<file path="src/rtl/port_b_uart_pkg.sv">
// Shared types and line levels for the Port B serial output stage.
package port_b_uart_pkg;

    typedef enum logic [1:0] {IDLE, START, DATA, STOP} uart_state_t;

    localparam logic UART_START_LVL = 1'b0;
    localparam logic UART_STOP_LVL  = 1'b1;
    localparam logic UART_IDLE_LVL  = 1'b1;
    localparam int   UART_DATA_BITS = 8;

endpackage

</file>
<file path="src/rtl/port_b_uart_tx_sync_fifo.sv">
// Single-clock FIFO with occupancy count and a sticky drop-on-full flag.
module sync_fifo #(
    parameter int WIDTH = 8,
    parameter int DEPTH = 4
) (
    input  logic                     clk,
    input  logic                     reset,
    input  logic                     wr_en,
    input  logic [WIDTH-1:0]         wr_data,
    input  logic                     rd_en,
    output logic [WIDTH-1:0]         rd_data,
    output logic                     full,
    output logic                     empty,
    output logic [$clog2(DEPTH):0]   level,
    output logic                     overflow
);

    localparam int AW = $clog2(DEPTH);

    logic [WIDTH-1:0] mem_q [DEPTH];
    logic [AW-1:0]    wr_ptr_q, wr_ptr_d;
    logic [AW-1:0]    rd_ptr_q, rd_ptr_d;
    logic [AW:0]      count_q, count_d;
    logic             ovf_q, ovf_d;
    logic             do_wr, do_rd;

    assign full     = (count_q == (AW+1)'(DEPTH));
    assign empty    = (count_q == '0);
    assign level    = count_q;
    assign overflow = ovf_q;
    assign rd_data  = mem_q[rd_ptr_q];

    // Fullness is the pre-edge value, so a write racing a pop while full is still dropped.
    assign do_wr = wr_en && !full;
    assign do_rd = rd_en && !empty;

    always_comb begin
        wr_ptr_d = wr_ptr_q;
        rd_ptr_d = rd_ptr_q;
        count_d  = count_q;
        ovf_d    = ovf_q | (wr_en & full);
        if (do_wr) wr_ptr_d = wr_ptr_q + AW'(1);
        if (do_rd) rd_ptr_d = rd_ptr_q + AW'(1);
        case ({do_wr, do_rd})
            2'b10:   count_d = count_q + (AW+1)'(1);
            2'b01:   count_d = count_q - (AW+1)'(1);
            default: count_d = count_q;
        endcase
    end

    always_ff @(posedge clk) begin
        if (reset) begin
            wr_ptr_q <= '0;
            rd_ptr_q <= '0;
            count_q  <= '0;
            ovf_q    <= 1'b0;
        end else begin
            wr_ptr_q <= wr_ptr_d;
            rd_ptr_q <= rd_ptr_d;
            count_q  <= count_d;
            ovf_q    <= ovf_d;
        end
    end

    always_ff @(posedge clk) begin
        if (do_wr) mem_q[wr_ptr_q] <= wr_data;
    end

endmodule

</file>
<file path="src/rtl/port_b_uart_tx.sv">
// Port B serial output: queues core writes and sends each byte as an 8N1 frame on tx.
module port_b_uart_tx
    import port_b_uart_pkg::*;
#(
    parameter int CLKS_PER_BIT = 16,
    parameter int FIFO_DEPTH   = 4
) (
    input  logic                          clk,
    input  logic                          reset,
    input  logic                          wr_en,
    input  logic [7:0]                    wr_data,
    output logic                          full,
    output logic                          empty,
    output logic [$clog2(FIFO_DEPTH):0]   level,
    output logic                          tx,
    output logic                          busy,
    output logic                          overflow
);

    localparam int              BW        = $clog2(CLKS_PER_BIT);
    localparam logic [BW-1:0]   BAUD_LAST = BW'(CLKS_PER_BIT - 1);
    localparam logic [2:0]      LAST_BIT  = 3'(UART_DATA_BITS - 1);

    uart_state_t     state_q, state_d;
    logic [BW-1:0]   baud_q, baud_d;
    logic [2:0]      bit_q, bit_d;
    logic [7:0]      shift_q, shift_d;
    logic            tx_q, tx_d;
    logic            fifo_pop;
    logic [7:0]      fifo_head;
    logic            baud_last;

    sync_fifo #(
        .WIDTH (8),
        .DEPTH (FIFO_DEPTH)
    ) u_fifo (
        .clk      (clk),
        .reset    (reset),
        .wr_en    (wr_en),
        .wr_data  (wr_data),
        .rd_en    (fifo_pop),
        .rd_data  (fifo_head),
        .full     (full),
        .empty    (empty),
        .level    (level),
        .overflow (overflow)
    );

    assign baud_last = (baud_q == BAUD_LAST);

    always_comb begin
        state_d  = state_q;
        baud_d   = baud_q;
        bit_d    = bit_q;
        shift_d  = shift_q;
        fifo_pop = 1'b0;
        case (state_q)
            IDLE: begin
                if (!empty) begin
                    fifo_pop = 1'b1;
                    shift_d  = fifo_head;
                    baud_d   = '0;
                    state_d  = START;
                end
            end
            START: begin
                if (baud_last) begin
                    baud_d  = '0;
                    bit_d   = '0;
                    state_d = DATA;
                end else begin
                    baud_d = baud_q + BW'(1);
                end
            end
            DATA: begin
                if (baud_last) begin
                    baud_d  = '0;
                    shift_d = {1'b0, shift_q[7:1]};
                    bit_d   = bit_q + 3'd1;
                    if (bit_q == LAST_BIT) state_d = STOP;
                end else begin
                    baud_d = baud_q + BW'(1);
                end
            end
            STOP: begin
                if (baud_last) begin
                    baud_d  = '0;
                    state_d = IDLE;
                end else begin
                    baud_d = baud_q + BW'(1);
                end
            end
            default: state_d = IDLE;
        endcase

        // tx is registered from the next state so the line changes with the transition edge.
        case (state_d)
            START:   tx_d = UART_START_LVL;
            DATA:    tx_d = shift_d[0];
            STOP:    tx_d = UART_STOP_LVL;
            default: tx_d = UART_IDLE_LVL;
        endcase
    end

    always_ff @(posedge clk) begin
        if (reset) begin
            state_q <= IDLE;
            baud_q  <= '0;
            bit_q   <= '0;
            shift_q <= '0;
            tx_q    <= UART_IDLE_LVL;
        end else begin
            state_q <= state_d;
            baud_q  <= baud_d;
            bit_q   <= bit_d;
            shift_q <= shift_d;
            tx_q    <= tx_d;
        end
    end

    assign tx   = tx_q;
    assign busy = (state_q != IDLE);

endmodule
</file>
<file path="config.mk">
export PLATFORM = sky130hd
export DESIGN_NAME = port_b_uart_tx
export DESIGN_NICKNAME = d
export VERILOG_FILES = /design/src/rtl/port_b_uart_pkg.sv /design/src/rtl/port_b_uart_tx_sync_fifo.sv /design/src/rtl/port_b_uart_tx.sv
export SDC_FILE = /design/constraint.sdc
export NUM_CORES = 1
export LEC_CHECK = 0
export BUFFER_PORTS_ARGS = -buffer_cell sky130_fd_sc_hd__clkbuf_2
export CAP_MARGIN = 25
export CORE_AREA = 5 5 74 76
export CTS_BUF_LIST = sky130_fd_sc_hd__clkbuf_2 sky130_fd_sc_hd__clkbuf_4 sky130_fd_sc_hd__clkbuf_8
export CTS_CLUSTER_SIZE = 10
export DETAILED_ROUTE_END_ITERATION = 8
export DIE_AREA = 0 0 79 81
export GPL_TIMING_DRIVEN = 0
export PLACE_DENSITY_LB_ADDON = 0.1
export SYNTH_ARGS = -nofsm -noshare
export SYNTH_HDL_FRONTEND = slang
export SYNTH_SLANG_ARGS = --single-unit
</file>
<file path="constraint.sdc">
create_clock -name clk -period 2.6 [get_ports clk]
set_input_delay 0.26 -clock clk [delete_from_list [all_inputs] [get_ports clk]]
set_output_delay 0.26 -clock clk [all_outputs]
set_load 0.05 [all_outputs]
</file>
==> metrics.yaml, run 1 <==
detailed_routing:
  vias: 1624
  viasPerCell: 5.659
  drtIter0Drc: 107
  drtAntennaViolNets: 0
  wire_per_inst_um: 15.89
  drc: 0
  drt_pass1_iterations: 5
  drt_wl_total_um: 4559
logic_synthesis:
  ys_ff_latch: 60
  synth_async_sr_flop_share: 0
  synth_nets: 220
  synth_cell_type_count: 40
  synth_ff_type: "edfxtp_1"
  synth_cells: 200
  synth_warnings: 0
  synth_area_um2: 2517
  syn_avg_cell_area_um2: 12.59
  seq_area_frac_synth: 0.6044
  synth_edf_count: 32
placed_design:
  port_buffers: 17
  gp_congestion: 0.8697
  post-dp-hpwl_um: 3145
  placed_cells: 271
timing:
  slew_headroom: 0.6231
  fmax_mhz: 418.3
  slew_viol_final: 0
  worst_pin_slew_ns: 0.5654
  finalCritPeriodShare: 0.9194
  finClkSkew_ns: 0.005668
  setup_viol: 0
  hold_viol_final: 0
  min_period_ns: 2.390
  fin_tns_setup_ns: 0
  grt_setup_unrepaired: "false"
final_layout:
  multi_input_area_um2: 930.9
  final_util: 0.6228
  nets: 248
  antenna_cells: 0
  seq_area_um2: 1528
  final_cells: 287
  drive_gt1_frac: 0.2403
  fillers: 363
  area_delta_synth_final_pct: 15.31
grt:
  antenna_found_initial: 0
  grt_pass1_wl_um: 7562
  first_global_vias: 1603
  grt_max_degree: 12
  overflow: 0
  track_usage: 0.1599
clocking:
  cts_tree: "yes"
  post_cts_resized: 0
  htreeDepth: 3
  clock_latency_ns: 0.33
  clk_pin_slew_worst_paths_ns: 0.07
  cts_buffer_depth: 2
  clockRootBuffer: "clkbuf_8"
  hold_buffers: 0
  cts.sinks: 60
  cts_setup_buffers: 0
  cts_made_buffers: 9
critical_path:
  startpoint_type: "flop"
  path_buf_inv: 2
  critPathArrivalTime_ns: 2.64
  reg2reg_slack_ns: 0.21
  r2r_start: "state_q[0]"
  cpPeakStageDelay_ns: 0.37
  cp_top_family: "simple AND/OR/NAND/NOR gates"
  crit_type: "flop to flop"
  cp-end-kind: "flop"
  path_cells: "nor2_4 -> inv_2 -> nor2_4 -> ha_1 -> inv_1 -> fa_1 -> xor2_1 -> or3_1 -> a21oi_1"
  crit_top_cell: "nor2_4"
  slowest_stage: "dfxtp_1"
  r2r_end: "u_fifo.level[2]"
  crit_required_ns: 2.85
  path_max_fanout: 10
  reg2reg_depth: 9
power_and_ir_drop:
  p_sw_frac: 0.3545
  vdd_ir_drop_max_mv: 0.5500
  combPwrFrac: 0.331
  internal_power_uw: 2128
  leakagePower_uw: 0.001100
  p_clk_frac: 0.272
  p_per_area_nw_per_um2: 1136
  finalPower_uw: 3297
  power_switching_uw: 1169
  p_seq_frac: 0.397
run_status:
  status: "complete, no violations"
floorplanning:
  io_pins: 19
  dieArea_um2: 6399
  initial_utilization: 0.5401
  fp.coreArea_um2: 4661
  rows: 25
  die_x_um: 79
  die_height_um: 81
min_path:
  hold_class: "input port to flop"
  hp-start: "wr_data[6]"
  worstHoldPathCells: 1
  holdPathEnd: "u_fifo.mem_q[1][6]"
job:
  maxCapViolations: 0
-- routing by layer --
metal,vias to the layer above,global-route usage,share of wire
met2,43,0.2702,0.52
li1,795,-,-
met4,0,0.07388,0.011
met1,780,0.1849,0.41
met3,6,0.05322,0.058
met5,-,0,0
-- layout make-up --
type	count	share of cell area
flip-flops and latches	60	0.5263
multi-input cells	121	0.3207
clock buffers	9	0.04267
clock inverters	7	0.03147
repair buffers	17	0.02931
well taps	54	0.02328
inverters	10	0.01336
plain buffers	9	0.01293
-- stage by stage --
step	cell area, um^2	worst slack (ns)	hold WS, ns
after floorplan	2535	0.05170	0.3589
final	2903	0.2095	0.1427
after CTS	2903	0.2117	0.1314
after global placement	2688	0.3036	0.4421
after global routing	2903	0.04742	0.1329
after detailed placement	2688	0.2306	0.4465
-- power by group through the flow --
stage	clock network, uW	logic, uW	registers [uW]
4_1_cts	916	1100	1310
3_3_place_gp	0	1060	1310
2_1_floorplan	0	773	1400
5_1_grt	968	1200	1330
6_report	898	1090	1310
3_5_place_dp	0	1100	1330
-- sequential cells by signal, summed over array words and instances, names as in the netlist, named ones only --
signal and cells:
u_fifo.overflow 1, state_q 2, baud_q 4, u_fifo.mem_q 32, tx 1, u_fifo.rd_ptr_q 2, shift_q 8, bit_q 3
u_fifo.level 3, u_fifo.wr_ptr_q 2
-- cells by family after synthesis --
group	after synthesis	share of synthesized area
fa+ha+maj	9	0.04772
flops	60	0.6044
buf+inv	19	0.03032
mux	10	0.08002
compound gates	40	0.09990
xor+xnor	6	0.02088
simple gates	56	0.1168
-- synthesized netlist by cell type, types with 2 or more instances --
master    number  share of area
nor2_4         2         0.0089
edfxtp_1      32           0.38
and2_1         5          0.012
a22oi_1        8          0.024
clkbuf_1       3         0.0045
nor2_1        16          0.024
inv_2          2         0.0030
xor2_1         3          0.010
xnor2_1        3          0.010
dfxtp_1       28           0.22
and3_1         2         0.0050
buf_2          3         0.0060
inv_1          7          0.010
buf_1          3         0.0045
nor3_1         3         0.0060
a21oi_1       17          0.034
ha_1           8          0.040
nand3b_1       2         0.0060
nand4_1        2         0.0050
mux4_2         8          0.072
nand3_1        3         0.0060
o21ai_0        9          0.018
nand2_1       14          0.021
-- worst max-delay path by stage --
stage	startpoint	endpoint	slack [ns]	cells after the start
final	state_q[0]	u_fifo.level[2]	0.21	9
after global routing	state_q[1]	u_fifo.level[2]	0.05	9
after CTS	state_q[0]	u_fifo.level[2]	0.21	9
after detailed placement	state_q[0]	u_fifo.level[2]	0.23	9
after global placement	state_q[0]	u_fifo.level[2]	0.30	9
after floorplan	u_fifo.level[2]	u_fifo.level[2]	0.05	10
-- layout by cell type (no fill, tap or decap), drive strengths merged, types with 2 or more instances in the layout --
master and instances:
edfxtp 32, clkbuf 29, dfxtp 28, nor2 18, a21oi 17, nand2 14
o21ai 9, a22oi 9, inv 9, mux4 8, ha 8, buf 6
and2 5, nor3 4, xnor2 3, nand3 3, xor2 3, clkinvlp 3
clkinv 3, and3 2, nand3b 2, nand4 2, bufinv 2, or3 2
Note: power is estimated with default switching activity, not from simulation.
==> run 2: changes to the inputs <==
--- a/config.mk
+++ b/config.mk
@@ -7,11 +7,11 @@
 export LEC_CHECK = 0
 export BUFFER_PORTS_ARGS = -buffer_cell sky130_fd_sc_hd__clkbuf_2
 export CAP_MARGIN = 25
-export CORE_AREA = 5 5 74 76
+export CORE_AREA = 5 5 86 88
 export CTS_BUF_LIST = sky130_fd_sc_hd__clkbuf_2 sky130_fd_sc_hd__clkbuf_4 sky130_fd_sc_hd__clkbuf_8
-export CTS_CLUSTER_SIZE = 10
+export CTS_CLUSTER_SIZE = 16
 export DETAILED_ROUTE_END_ITERATION = 8
-export DIE_AREA = 0 0 79 81
+export DIE_AREA = 0 0 91 93
 export GPL_TIMING_DRIVEN = 0
 export PLACE_DENSITY_LB_ADDON = 0.1
 export SYNTH_ARGS = -nofsm -noshare
==> metrics.yaml, run 2 (synthesized netlist as in run 1, its figures left out) <==
detailed_routing:
  wire_per_inst_um: 14.86  # was 15.89 um
  drt_wl_total_um: 4650  # was 4559 um
  drtIter0Drc: 75  # was 107
  drc: 0  # unchanged
  vias: 1550  # was 1624
  viasPerCell: 4.952  # was 5.659
  drtAntennaViolNets: 0  # unchanged
  drt_pass1_iterations: 4  # was 5
final_layout:
  largest_reg_flops: 32  # unchanged
  multi_input_area_um2: 930.9  # unchanged
  nets: 248  # unchanged
  layout_common_cells: "edfxtp_1, dfxtp_1, a21oi_1, clkbuf_2, nor2_1"  # unchanged
  regMostFlops: "u_fifo.mem_q"  # unchanged
  final_cells: 313  # was 287
  seq_area_um2: 1528  # unchanged
  fillers: 588  # was 363
  antenna_cells: 0  # unchanged
  reg.largest.list: "u_fifo.mem_q (32), shift_q (8), baud_q (4)"  # unchanged
  mostFrequentLayoutCell: "edfxtp_1"  # unchanged
  area_delta_synth_final_pct: 17.54  # was 15.31%
  drive_gt1_frac: 0.2403  # unchanged
timing:
  hold_ws_ns: 0.1377  # was 0.1427 ns
  min_period_ns: 2.387  # was 2.390 ns
  fin_tns_setup_ns: 0  # unchanged
  slew_headroom: 0.6315  # was 0.6231
  worst_slack_ns: 0.2131  # was 0.2095 ns
  finClkSkew_ns: 0.007300  # was 0.005668 ns
  hold_viol_final: 0  # unchanged
  finalCritPeriodShare: 0.9180  # was 0.9194
  worst_pin_slew_ns: 0.5528  # was 0.5654 ns
  setup_viol: 0  # unchanged
  grt_setup_unrepaired: "false"  # unchanged
  slew_viol_final: 0  # unchanged
  fmax_mhz: 418.9  # was 418.3 MHz
placed_design:
  gp_congestion: 0.7443  # was 0.8697
  port_buffers: 17  # unchanged
  post-dp-hpwl_um: 3064  # was 3145 um
  place_worst_setup_slack_ns: 0.2238  # was 0.2306 ns
  placed_cells: 297  # was 271
floorplanning:
  dieArea_um2: 8463  # was 6399 um^2
  io_pins: 19  # unchanged
  die_height_um: 93  # was 81 um
  die_x_um: 91  # was 79 um
  fp.coreArea_um2: 6569  # was 4661 um^2
  initial_utilization: 0.3832  # was 0.5401
  rows: 30  # was 25
min_path:
  hp-start: "wr_data[4]"  # was wr_data[6]
  hold_class: "input port to flop"  # unchanged
clocking:
  clock_latency_ns: 0.33  # about the same
  post_cts_resized: 0  # unchanged
  cts_made_buffers: 9  # unchanged
  hold_buffers: 0  # unchanged
  cts_buffer_depth: 2  # unchanged
  clockRootBuffer: "clkbuf_8"  # unchanged
  cts.sinks: 60  # unchanged
  cts_tree: "yes"  # unchanged
  clk_pin_slew_worst_paths_ns: 0.07  # about the same
  htreeDepth: 3  # unchanged
  cts_setup_buffers: 0  # unchanged
critical_path:
  r2r_start: "state_q[0]"  # unchanged
  cp-end-kind: "flop"  # unchanged
  path_max_fanout: 10  # unchanged
  crit_required_ns: 2.85  # about the same
  critPathLaunch: "state_q[0]"  # unchanged
  critPathArrivalTime_ns: 2.64  # about the same
  startpoint_type: "flop"  # unchanged
  crit_type: "flop to flop"  # unchanged
grt:
  track_usage: 0.1229  # was 0.1599
  overflow: 0  # unchanged
  grt_pass1_wl_um: 7907  # was 7562 um
  first_global_vias: 1539  # was 1603
  antenna_found_initial: 0  # unchanged
  grt_max_degree: 12  # unchanged
run_status:
  status: "complete, no violations"  # unchanged
power_and_ir_drop:
  p_per_area_nw_per_um2: 1144  # was 1136 nW/um^2
  vdd_ir_drop_max_mv: 0.7674  # was 0.5500 mV
  leakagePower_uw: 0.001118  # was 0.001100 uW
job:
  maxCapViolations: 0  # unchanged
[run 2: changes by cell type in the layout (fill, tap and decap cells not counted)]
cell	delta
bufinv_16	+1
clkinv_4	+1
clkinvlp_4	-2
[run 2: layer usage]
metal / GRT usage / wire length (um) / up-vias
met5: 0 / 0 / -
met4: 0.06235 / 75 / 0
met3: 0.04183 / 175 / 5
met2: 0.1875 / 2186 / 28
met1: 0.1551 / 2212 / 736
li1: - / - / 781
[run 2: area by class of cell]
class,instances,area share
timing repair buffer,17,0.02875
buffer,9,0.01268
clock buffer,9,0.04186
sequential,60,0.5163
inverter,10,0.01311
tap,80,0.03383
multi-input combinational,121,0.3146
clock inverter,7,0.03890
[run 2: worst max-delay path, stage by stage (launching register included)]
cell	delay (ns)
dfxtp_1	0.37
nor2_4	0.27
inv_2	0.13
nor2_4	0.28
ha_1	0.23
inv_1	0.06
fa_1	0.37
xor2_1	0.15
or3_1	0.30
a21oi_1	0.14
[run 2: final timing paths]
kind,end,slack (ns),cells after the start
worst max-delay path,u_fifo.level[2],0.21,9
worst max register to register,u_fifo.level[2],0.21,9
worst min register to register,shift_q[1],0.46,2
worst min-delay path,u_fifo.mem_q[0][4],0.14,1
[run 2: per-stage QoR]
stage	power [uW]	utilization	cell area [um^2]
detailed placement	2424	0.4141	2720
floorplan	2173	-	2535
CTS	3434	0.4505	2959
global route	3604	0.4505	2959
global placement	2417	0.4141	2720
finish	3387	0.4505	2959
[run 2: where the power goes]
part           switching (uW)  internal [uW]  total, uW
registers                 104           1200       1300
logic                     689            392       1080
clock network             369            633       1000
total                    1160           2230       3390
